<file path="src/rtl/mc_pkg.sv">
// Shared encodings for the multicycle main-control decoder: state enum,
// opcode values and the select codes driven onto the datapath muxes.
package mc_pkg;

  typedef enum logic [3:0] {
    S_FETCH   = 4'd0,
    S_DECODE  = 4'd1,
    S_MEMADR  = 4'd2,
    S_MEMRD   = 4'd3,
    S_MEMWB   = 4'd4,
    S_MEMWR   = 4'd5,
    S_RTYPEEX = 4'd6,
    S_RTYPEWB = 4'd7,
    S_BEQEX   = 4'd8,
    S_ADDIEX  = 4'd9,
    S_ORIEX   = 4'd10,
    S_IMMWB   = 4'd11,
    S_JEX     = 4'd12
  } state_t;

  localparam logic [5:0] OP_RTYPE = 6'b000000;
  localparam logic [5:0] OP_LW    = 6'b100011;
  localparam logic [5:0] OP_SW    = 6'b101011;
  localparam logic [5:0] OP_BEQ   = 6'b000100;
  localparam logic [5:0] OP_ADDI  = 6'b001000;
  localparam logic [5:0] OP_ORI   = 6'b001101;
  localparam logic [5:0] OP_J     = 6'b000010;

  localparam logic [1:0] ALUOP_ADD   = 2'b00;
  localparam logic [1:0] ALUOP_SUB   = 2'b01;
  localparam logic [1:0] ALUOP_FUNCT = 2'b10;
  localparam logic [1:0] ALUOP_OR    = 2'b11;

  localparam logic [1:0] SRCB_B     = 2'b00;
  localparam logic [1:0] SRCB_FOUR  = 2'b01;
  localparam logic [1:0] SRCB_IMM   = 2'b10;
  localparam logic [1:0] SRCB_IMMSH = 2'b11;

  localparam logic [1:0] PCSRC_ALU    = 2'b00;
  localparam logic [1:0] PCSRC_ALUOUT = 2'b01;
  localparam logic [1:0] PCSRC_JUMP   = 2'b10;

  // Decode of the opcode into the first execute-phase state; FETCH marks an
  // unknown opcode.
  function automatic state_t decode_next(input logic [5:0] opc);
    state_t nxt;
    case (opc)
      OP_LW, OP_SW: nxt = S_MEMADR;
      OP_RTYPE:     nxt = S_RTYPEEX;
      OP_BEQ:       nxt = S_BEQEX;
      OP_ADDI:      nxt = S_ADDIEX;
      OP_ORI:       nxt = S_ORIEX;
      OP_J:         nxt = S_JEX;
      default:      nxt = S_FETCH;
    endcase
    return nxt;
  endfunction

endpackage

</file>
<file path="src/rtl/mc_maindec.sv">
// Multicycle main-control state machine. Outputs are a Moore decode of the
// state register, except the memory-handshake strobes which follow mem_ready.
// While rst is high every strobe is forced low so an interrupted writeback
// can never commit.
module mc_maindec
  import mc_pkg::*;
(
  input  logic       clk,
  input  logic       rst,
  input  logic [5:0] op,
  input  logic       zero,
  input  logic       mem_ready,
  output logic       mem_req,
  output logic       iord,
  output logic       memwrite,
  output logic       irwrite,
  output logic       pcen,
  output logic [1:0] pcsrc,
  output logic       alusrca,
  output logic [1:0] alusrcb,
  output logic [1:0] aluop,
  output logic       regdst,
  output logic       memtoreg,
  output logic       regwrite,
  output logic       instr_done,
  output logic       illegal_op
);

  state_t state;
  state_t state_next;
  logic   pcwrite;
  logic   branch;

  // State register; reset returns to FETCH immediately, aborting any instruction.
  always_ff @(posedge clk or posedge rst) begin
    if (rst) begin
      state <= S_FETCH;
    end else begin
      state <= state_next;
    end
  end

  // Next-state selection and control-output decode, with reset gating of strobes.
  always_comb begin
    state_next = state;
    pcwrite    = 1'b0;
    branch     = 1'b0;
    mem_req    = 1'b0;
    iord       = 1'b0;
    memwrite   = 1'b0;
    irwrite    = 1'b0;
    pcen       = 1'b0;
    pcsrc      = PCSRC_ALU;
    alusrca    = 1'b0;
    alusrcb    = SRCB_B;
    aluop      = ALUOP_ADD;
    regdst     = 1'b0;
    memtoreg   = 1'b0;
    regwrite   = 1'b0;
    instr_done = 1'b0;
    illegal_op = 1'b0;

    case (state)
      S_FETCH: begin
        mem_req = 1'b1;
        alusrcb = SRCB_FOUR;
        irwrite = mem_ready;
        pcwrite = mem_ready;
        state_next = mem_ready ? S_DECODE : S_FETCH;
      end
      S_DECODE: begin
        alusrcb    = SRCB_IMMSH;
        state_next = decode_next(op);
        // An unknown opcode retires immediately without touching any state.
        if (decode_next(op) == S_FETCH) begin
          illegal_op = 1'b1;
          instr_done = 1'b1;
        end else begin
          illegal_op = 1'b0;
        end
      end
      S_MEMADR: begin
        alusrca    = 1'b1;
        alusrcb    = SRCB_IMM;
        state_next = (op == OP_LW) ? S_MEMRD : S_MEMWR;
      end
      S_MEMRD: begin
        mem_req    = 1'b1;
        iord       = 1'b1;
        state_next = mem_ready ? S_MEMWB : S_MEMRD;
      end
      S_MEMWB: begin
        memtoreg   = 1'b1;
        regwrite   = 1'b1;
        instr_done = 1'b1;
        state_next = S_FETCH;
      end
      S_MEMWR: begin
        mem_req    = 1'b1;
        iord       = 1'b1;
        memwrite   = 1'b1;
        instr_done = mem_ready;
        state_next = mem_ready ? S_FETCH : S_MEMWR;
      end
      S_RTYPEEX: begin
        alusrca    = 1'b1;
        aluop      = ALUOP_FUNCT;
        state_next = S_RTYPEWB;
      end
      S_RTYPEWB: begin
        regdst     = 1'b1;
        regwrite   = 1'b1;
        instr_done = 1'b1;
        state_next = S_FETCH;
      end
      S_BEQEX: begin
        alusrca    = 1'b1;
        aluop      = ALUOP_SUB;
        branch     = 1'b1;
        pcsrc      = PCSRC_ALUOUT;
        instr_done = 1'b1;
        state_next = S_FETCH;
      end
      S_ADDIEX: begin
        alusrca    = 1'b1;
        alusrcb    = SRCB_IMM;
        state_next = S_IMMWB;
      end
      S_ORIEX: begin
        alusrca    = 1'b1;
        alusrcb    = SRCB_IMM;
        aluop      = ALUOP_OR;
        state_next = S_IMMWB;
      end
      S_IMMWB: begin
        regwrite   = 1'b1;
        instr_done = 1'b1;
        state_next = S_FETCH;
      end
      S_JEX: begin
        pcsrc      = PCSRC_JUMP;
        pcwrite    = 1'b1;
        instr_done = 1'b1;
        state_next = S_FETCH;
      end
      default: begin
        state_next = S_FETCH;
      end
    endcase

    // Reset overrides every strobe that could change architectural state.
    if (rst) begin
      mem_req    = 1'b0;
      irwrite    = 1'b0;
      memwrite   = 1'b0;
      regwrite   = 1'b0;
      instr_done = 1'b0;
      illegal_op = 1'b0;
      pcen       = 1'b0;
    end else begin
      pcen = pcwrite | (branch & zero);
    end
  end

endmodule

</file>
<file path="config.mk">
export PLATFORM = sky130hd
export DESIGN_NAME = mc_maindec
export DESIGN_NICKNAME = d
export VERILOG_FILES = /design/src/rtl/mc_pkg.sv /design/src/rtl/mc_maindec.sv
export SDC_FILE = /design/constraint.sdc
export NUM_CORES = 1
export LEC_CHECK = 0
export BUFFER_PORTS_ARGS = -buffer_cell sky130_fd_sc_hd__buf_2
export CORE_MARGIN = 2
export CORE_UTILIZATION = 40
export DETAILED_ROUTE_END_ITERATION = 16
export GPL_TIMING_DRIVEN = 0
export HOLD_SLACK_MARGIN = 0.15
export PLACE_DENSITY = 0.69
export REMOVE_ABC_BUFFERS = 1
export SYNTH_ARGS = -nofsm -noshare
export SYNTH_HDL_FRONTEND = slang
export SYNTH_SLANG_ARGS = --single-unit
</file>
<file path="constraint.sdc">
create_clock -name clk -period 2.23 [get_ports clk]
set_clock_uncertainty 0.1 [all_clocks]
set_input_delay 0.223 -clock clk [delete_from_list [all_inputs] [get_ports clk]]
set_output_delay 0.223 -clock clk [all_outputs]
set_load 0.02 [all_outputs]
</file>
=== Word level (Yosys, flattened, before mapping) ===
Index checks and enable logic that the tools add are counted.

* Register bits: 4
* Input bits: 10
* Output and inout bits: 17
* Word-level logic and storage cells: 62

* Equality and inequality tests: 18
* Muxes and demuxes: 30
* Bitwise gates (word level): 2
* Reductions and logical operators: 11

{| class="wikitable"
|+ Operators with widths
! operator !! count
|-
| 4-bit case mux with 7 select lines || 1
|-
| 4-bit case mux with 6 select lines || 1
|-
| 4-bit equality test, second input constant || 5
|-
| 1-bit two-way mux || 19
|-
| 4-bit by 3-bit equality test with 1-bit output, second input constant || 4
|-
| 6-bit by 4-bit equality test with 1-bit output, second input constant || 2
|-
| 6-bit equality test, second input constant || 2
|-
| 2-bit case mux with 3 select lines || 2
|-
| 5-bit OR reduction || 2
|-
| 3-bit two-way mux || 3
|-
| 3-bit OR reduction || 3
|-
| 4-bit by 2-bit equality test with 1-bit output, second input constant || 2
|-
| 4-bit logical NOT || 2
|-
| 6-bit by 2-bit equality test with 1-bit output, second input constant || 1
|-
| 6-bit by 3-bit equality test with 1-bit output, second input constant || 1
|-
| 6-bit logical NOT || 1
|-
| 2-bit OR reduction || 3
|-
| 4-bit by 1-bit equality test with 1-bit output, second input constant || 1
|-
| 4-bit two-way mux || 1
|-
| 2-bit case mux with 2 select lines || 1
|-
| 1-bit case mux with 3 select lines || 1
|-
| 1-bit case mux with 2 select lines || 1
|-
| 1-bit AND || 1
|-
| 1-bit bitwise OR || 1
|}

=== Logic depth before layout (Yosys ltp) ===
Gate-level depths: netlist of run 1.

* Depth after elaboration: 8
* Mapped depth: 5
* Gate-level depth less buffers: 4

=== Worst setup path before layout of run 1 ===
Ideal clock, no wire load.

* Kind: flip-flop to output port
* From: reg state[2]
* To: out instr_done
* Data arrival time: 1.579 ns
* Required time: 1.907 ns
* Setup slack: 0.328 ns
* Cell stages (with the launch flop): 6
* Buffers on the path: 1
* Cells stage by stage: dfrtp_1 buf_6 or2_4 a2111oi_2 o221a_2 o21bai_1

* Longest elaborated chain between the ends: 4
* Elaborated cells between the ends (all ways): 10
* Those cells by class: eq/ne: 7; mux: 2; reduce/logical: 1

{| class="wikitable"
|+ Ends and longest elaborated chain
! what !! RTL line !! text
|-
| start, declared || mc_maindec.sv:29 || <nowiki>state_t state;</nowiki>
|-
| start signal, assigned || mc_maindec.sv:39 || <nowiki>state <= state_next;</nowiki>
|-
| 4-bit equality test / 4-bit by 3-bit equality test with 1-bit output (equally long branches) || mc_maindec.sv:63 || <nowiki>case (state)</nowiki>
|-
| 5-bit OR reduction (no line) || - ||
|-
| 1-bit case mux with 3 select lines * || mc_maindec.sv:63 ||
|-
| 1-bit two-way mux * || mc_maindec.sv:152 || <nowiki>if (rst) begin</nowiki>
|-
| end, declared || mc_maindec.sv:25 || <nowiki>output logic instr_done,</nowiki>
|}

Mark *: on every way between the ends. The rest lies on a longest branch, timed or not.

=== Worst setup path in the final report of run 1 ===
* From: reg state[3]
* To: out instr_done

The elaborated chain is that of the path after synthesis.

==> flow_summary.json, run 1 <==
{
  "cp.arrival_ps": 1810,
  "largest-register": "state",
  "drtPass1Iterations": 4,
  "die_x_um": 43.5,
  "clk_latency_ps": 230,
  "fin_crit_sh_pct": 95.9,
  "fillers": 149,
  "clk_pin_slew_ps": 40,
  "fp-row-count": 14,
  "worst_pin_slew_ps": 382,
  "antenna_found_initial": 0,
  "cts.path.max_buffers": 2,
  "synth_cell_types": 39,
  "worstHoldStart": "op[4]",
  "crit_path_end_kind": "primary output",
  "nets": 131,
  "holdCritPathClass": "in -> reg",
  "period_needed_ps": 2140,
  "layout_commonest_cell": "buf_2",
  "pre_cts_ws_ps": 183,
  "routed_wl_um": 1650,
  "drt.antenna.violating_nets": 0,
  "finish.utilization_pct": 56.5,
  "setup.worst_path.start_class": "flop",
  "num_vias": 782,
  "setup_tns_ps": 0,
  "final_max_slew_viol_count": 0,
  "drive_above_1_share_pct": 38.7,
  "wl_per_cell_um": 12.2,
  "syn_inst": 89,
  "hold_depth": 4,
  "ys_warn_count": 0,
  "finalPower_w": 0.000642,
  "cp_max_fo": 7,
  "fmax_mhz": 468,
  "root_buffer": "clkbuf_4",
  "synth-edff-count": 0,
  "setup_viol": 0,
  "avgSynthCellArea_sq_um": 7.03,
  "grt_pass1_vias": 622,
  "cts_buffers": 3,
  "reg2reg_depth": 4,
  "route.detailed.drc": 0,
  "largestRegisters": "state x4",
  "holdPathEnd": "state[1]$_DFF_PP0_",
  "multiInputGateArea_sq_um": 490,
  "portBuffers": 26,
  "grt_usage_pct": 18.0,
  "vdd_drop_max_uv": 286,
  "rsz0062_at_grt": "false",
  "ctsHtreeMaxLevel": 1,
  "dieHeight_um": 43.5,
  "gr-total-overflow": 0,
  "cp.required_ps": 1910,
  "syn_area_sq_um": 626,
  "place_congestion": 0.745,
  "die_area_sq_um": 1900,
  "dp_hpwl_um": 1170,
  "ys_seq_elements": 4,
  "status": "completed",
  "start_util_pct": 42.0,
  "worstSetupPathType": "reg -> out",
  "antenna_cells": 0,
  "async_flop_share_pct": 100,
  "leakage_nw": 0.383,
  "syn_to_final_growth_pct": 34.4,
  "grt_pass1_wl_um": 2680,
  "largest_reg_flops": 4,
  "synth_seq_area_share_pct": 16.0,
  "via_per_inst": 5.79,
  "worst_slack_ps": 92.2,
  "slew_headroom_pct": 74.3,
  "io_pins": 27,
  "r2r-end": "state[1]$_DFF_PP0_",
  "grt_start_max_net_pins": 22,
  "regArea_sq_um": 108,
  "ys.flop_type": "dfrtp_1",
  "final_cell_mix": "buf_2 (26), nor2_1 (11), nor3_1 (7), buf_4 (7), nand2_1 (6)",
  "cts_tree": "yes",
  "drv_cap": 0,
  "reg2reg_from": "state[1]$_DFF_PP0_",
  "clkSinkCount": 4,
  "reg2reg_slack_ps": 710,
  "core_area_sq_um": 1490,
  "hold_viol": 0,
  "drtIter0Drc": 11,
  "powerDensity_nw_per_um2": 764
}
## power breakdown
part	switching [W]	internal, W
clock	0.0000287	0.0000601
combinational	0.000228	0.000172
sequential	0.0000604	0.0000931
total	0.000317	0.000325
## worst max-delay path, stage by stage, from the launching register on
cell,delay (ps)
dfrtp_2,440
or2_4,290
a2111oi_2,340
o221a_2,240
o21bai_1,90
buf_2,170
## cell families after synthesis
logic type | share of synthesized area (%)
compound gates | 32.0
simple gates | 40.8
buf+inv | 6.80
xor+xnor | 2.80
mux | 1.60
flops | 16.0
## per-layer routing
| layer | global-route usage, % | share of wire, % | up-vias |
|---|---|---|---|
| met5 | 0 | 0 | - |
| met1 | 23.1 | 45 | 351 |
| met2 | 32.1 | 48 | 33 |
| met4 | 5.45 | 1.2 | 0 |
| met3 | 1.25 | 6.0 | 2 |
| li1 | - | - | 396 |
## repair_timing
item                       4_1_cts  5_1_grt
setup buffers                    0        7
setup endpoints to repair        1        2
hold endpoints to repair         4        0
hold buffers                     1        0
resized for setup                3        4
pin swaps                        0        0
## synthesized netlist by cell type (3+ instances only)
master | count | area share, %
nor2_1 | 11 | 6.6
nor3_1 | 7 | 5.6
nand2_1 | 6 | 3.6
nand2b_1 | 5 | 5.0
a21oi_1 | 4 | 3.2
clkbuf_1 | 4 | 2.4
dfrtp_1 | 4 | 16
nor2b_1 | 4 | 4.0
o21ai_0 | 4 | 3.2
nor4_1 | 3 | 3.0
o22ai_1 | 3 | 3.0
## final cells by class
class                   instances  share of cell area [%]
multi-input cells              76                    58.3
inverters                       2                   0.893
clock buffers                   3                    2.68
repair buffers                 34                    22.9
well taps                      16                    2.38
flip-flops and latches          4                    12.8
## worst max-delay path by stage
stage | from | end | slack, ps | cells after the start
6_report | state[3]$_DFF_PP0_ | instr_done | 90 | 5
5_1_grt | state[3]$_DFF_PP0_ | instr_done | 10 | 5
4_1_cts | state[2]$_DFF_PP0_ | instr_done | 20 | 5
3_5_place_dp | state[2]$_DFF_PP0_ | instr_done | 180 | 5
3_3_place_gp | state[2]$_DFF_PP0_ | instr_done | 200 | 5
2_1_floorplan | state[2]$_DFF_PP0_ | instr_done | 260 | 4
## per-stage QoR
stage                     instances  hold slack [ps]  instance area, sq um
after detailed placement        124              100                   741
after global routing            135              257                   841
after global placement          124              104                   741
after CTS                       128              235                   777
after floorplan                  82            -94.5                   591
final                           135              244                   841
Power figures use the tool's default switching activity.
==> run 2: changes to the inputs <==
--- a/config.mk
+++ b/config.mk
@@ -9,7 +9,6 @@
 export CORE_MARGIN = 2
 export CORE_UTILIZATION = 40
 export DETAILED_ROUTE_END_ITERATION = 16
-export GPL_TIMING_DRIVEN = 0
 export HOLD_SLACK_MARGIN = 0.15
 export PLACE_DENSITY = 0.69
 export REMOVE_ABC_BUFFERS = 1
==> run 2 against run 1 <==
First-iteration DRC count up 64%; critical path type unchanged; hold slack better by 2.2 ps; final cell count down 2.2%; via count down 1.7%; total power down 1.5%; sequential power down 37%; core utilization down 2.5 points; global-route usage up 2.2 points; flip-flop and latch count unchanged; clock-buffer cell count unchanged.
==> flow_summary.json, run 2 (synthesized netlist as in run 1, its figures left out) <==
{
  "cts.path.max_buffers": 2,
  "cts_buffers": 3,
  "setup.worst_path.start_class": "flop",
  "p_clk_share_pct": 13.9,
  "startpoint": "state[3]$_DFF_PP0_",
  "whs_ps": 247,
  "fmax_mhz": 490,
  "io_pins": 27,
  "ctsHtreeMaxLevel": 1,
  "finalPower_w": 0.000633,
  "vdd_drop_max_uv": 258,
  "route.detailed.drc": 0,
  "leakage_nw": 0.371,
  "hold_viol": 0,
  "slew_headroom_pct": 70.8,
  "rsz0062_at_grt": "false",
  "portBuffers": 26,
  "place_congestion": 0.818,
  "regArea_sq_um": 100,
  "final_max_slew_viol_count": 0,
  "die_x_um": 43.5,
  "via_per_inst": 5.83,
  "drv_cap": 0,
  "worst_pin_slew_ps": 433,
  "routed_wl_um": 1730,
  "layout_commonest_cell": "buf_2",
  "largestRegisters": "state x4",
  "powerDensity_nw_per_um2": 788,
  "antenna_cells": 0,
  "clk_pin_slew_ps": 40,
  "switching_power_w": 0.000318,
  "holdCritPathClass": "in -> reg",
  "reg2reg_slack_ps": 760,
  "syn_to_final_growth_pct": 28.4,
  "grt_pass1_vias": 683,
  "cts_tree": "yes",
  "gr-total-overflow": 0,
  "status": "completed",
  "setup_tns_ps": 0,
  "root_buffer": "clkbuf_4",
  "antenna_found_initial": 0,
  "drtIter0Drc": 18,
  "grt_usage_pct": 20.2,
  "dieHeight_um": 43.5,
  "drtPass1Iterations": 4,
  "nets": 128,
  "start_util_pct": 42.0,
  "grt_pass1_wl_um": 2950,
  "setup_viol": 0,
  "dp_hpwl_um": 1270,
  "wl_per_cell_um": 13.1,
  "reg2reg_depth": 5,
  "fillers": 162,
  "endpoint": "instr_done",
  "core_area_sq_um": 1490,
  "cts_resized": 0,
  "clk_latency_ps": 230,
  "grt_start_max_net_pins": 21,
  "power.share.sequential_pct": 15.3,
  "num_vias": 769,
  "crit_path_end_kind": "primary output",
  "cp_max_fo": 5,
  "cp.required_ps": 1910,
  "pwr-share-comb_pct": 70.8,
  "drt.antenna.violating_nets": 0,
  "die_area_sq_um": 1900,
  "largest_reg_flops": 4,
  "fp-row-count": 14,
  "final_cell_mix": "buf_2 (26), nor2_1 (11), nor3_1 (7)",
  "r2r-end": "state[0]$_DFF_PP0_",
  "pre_cts_ws_ps": 432,
  "period_needed_ps": 2040,
  "reg2reg_from": "state[1]$_DFF_PP0_",
  "drive_above_1_share_pct": 32.8,
  "clkSinkCount": 4,
  "cp.arrival_ps": 1720,
  "fin_crit_sh_pct": 91.5,
  "switching_share_pct": 50.2,
  "finish.utilization_pct": 53.9,
  "worstSetupPathType": "reg -> out",
  "worst_slack_ps": 189,
  "p_int_w": 0.000315,
  "largest-register": "state",
  "multiInputGateArea_sq_um": 483
}
==> run 2: per-stage QoR <==
stage	std cells	area, sq um
after global placement	128	771
after CTS	132	803
final	132	803
after detailed placement	128	771
after floorplan	82	591
after global routing	132	803
==> run 2: critical path, stage by stage, from the launching register on <==
cell and delay, ps:
dfrtp_1 370, or2_4 280, a2111oi_2 330, o221a_2 240
o21bai_1 90, buf_2 170
==> run 2: cell type report <==
class                           count  area share, %
Clock buffer                        3           2.80
Inverter                            2          0.935
Multi-Input combinational cell     76           60.1
Sequential cell                     4           12.5
Tap cell                           16           2.49
Timing Repair Buffer               31           21.2
==> run 2: what timing repair did <==
| item | in CTS | in global routing |
|---|---|---|
| endpoints found under the hold margin | 4 | 0 |
| setup buffers | 0 | 0 |
| hold buffers | 1 | 0 |
==> run 2: worst min path at each step <==
| stage | start | to | cells after the start |
|---|---|---|---|
| after floorplan | rst | state[0]$_DFF_PP0_ | 1 |
| after global placement | rst | state[2]$_DFF_PP0_ | 2 |
| after detailed placement | rst | state[3]$_DFF_PP0_ | 2 |
| after CTS | op[4] | state[1]$_DFF_PP0_ | 4 |
| after global routing | op[4] | state[1]$_DFF_PP0_ | 4 |
| final | op[4] | state[1]$_DFF_PP0_ | 4 |
==> run 2: per-layer routing <==
metal	up-vias	track usage (%)	routed length, um
met1	344	27.2	748
li1	389	-	-
met5	-	0	0
met3	2	2.50	90
met2	34	32.9	879
met4	0	7.27	9
==> run 2: power by group through the flow <==
stage                     registers, W  logic (W)  clock network [W]
final                        0.0000968   0.000448          0.0000881
after global routing         0.0000997   0.000488          0.0000922
after CTS                    0.0000970   0.000447          0.0000890
after detailed placement     0.0000980   0.000442                  0
after global placement       0.0000965   0.000438                  0
after floorplan               0.000138   0.000259                  0
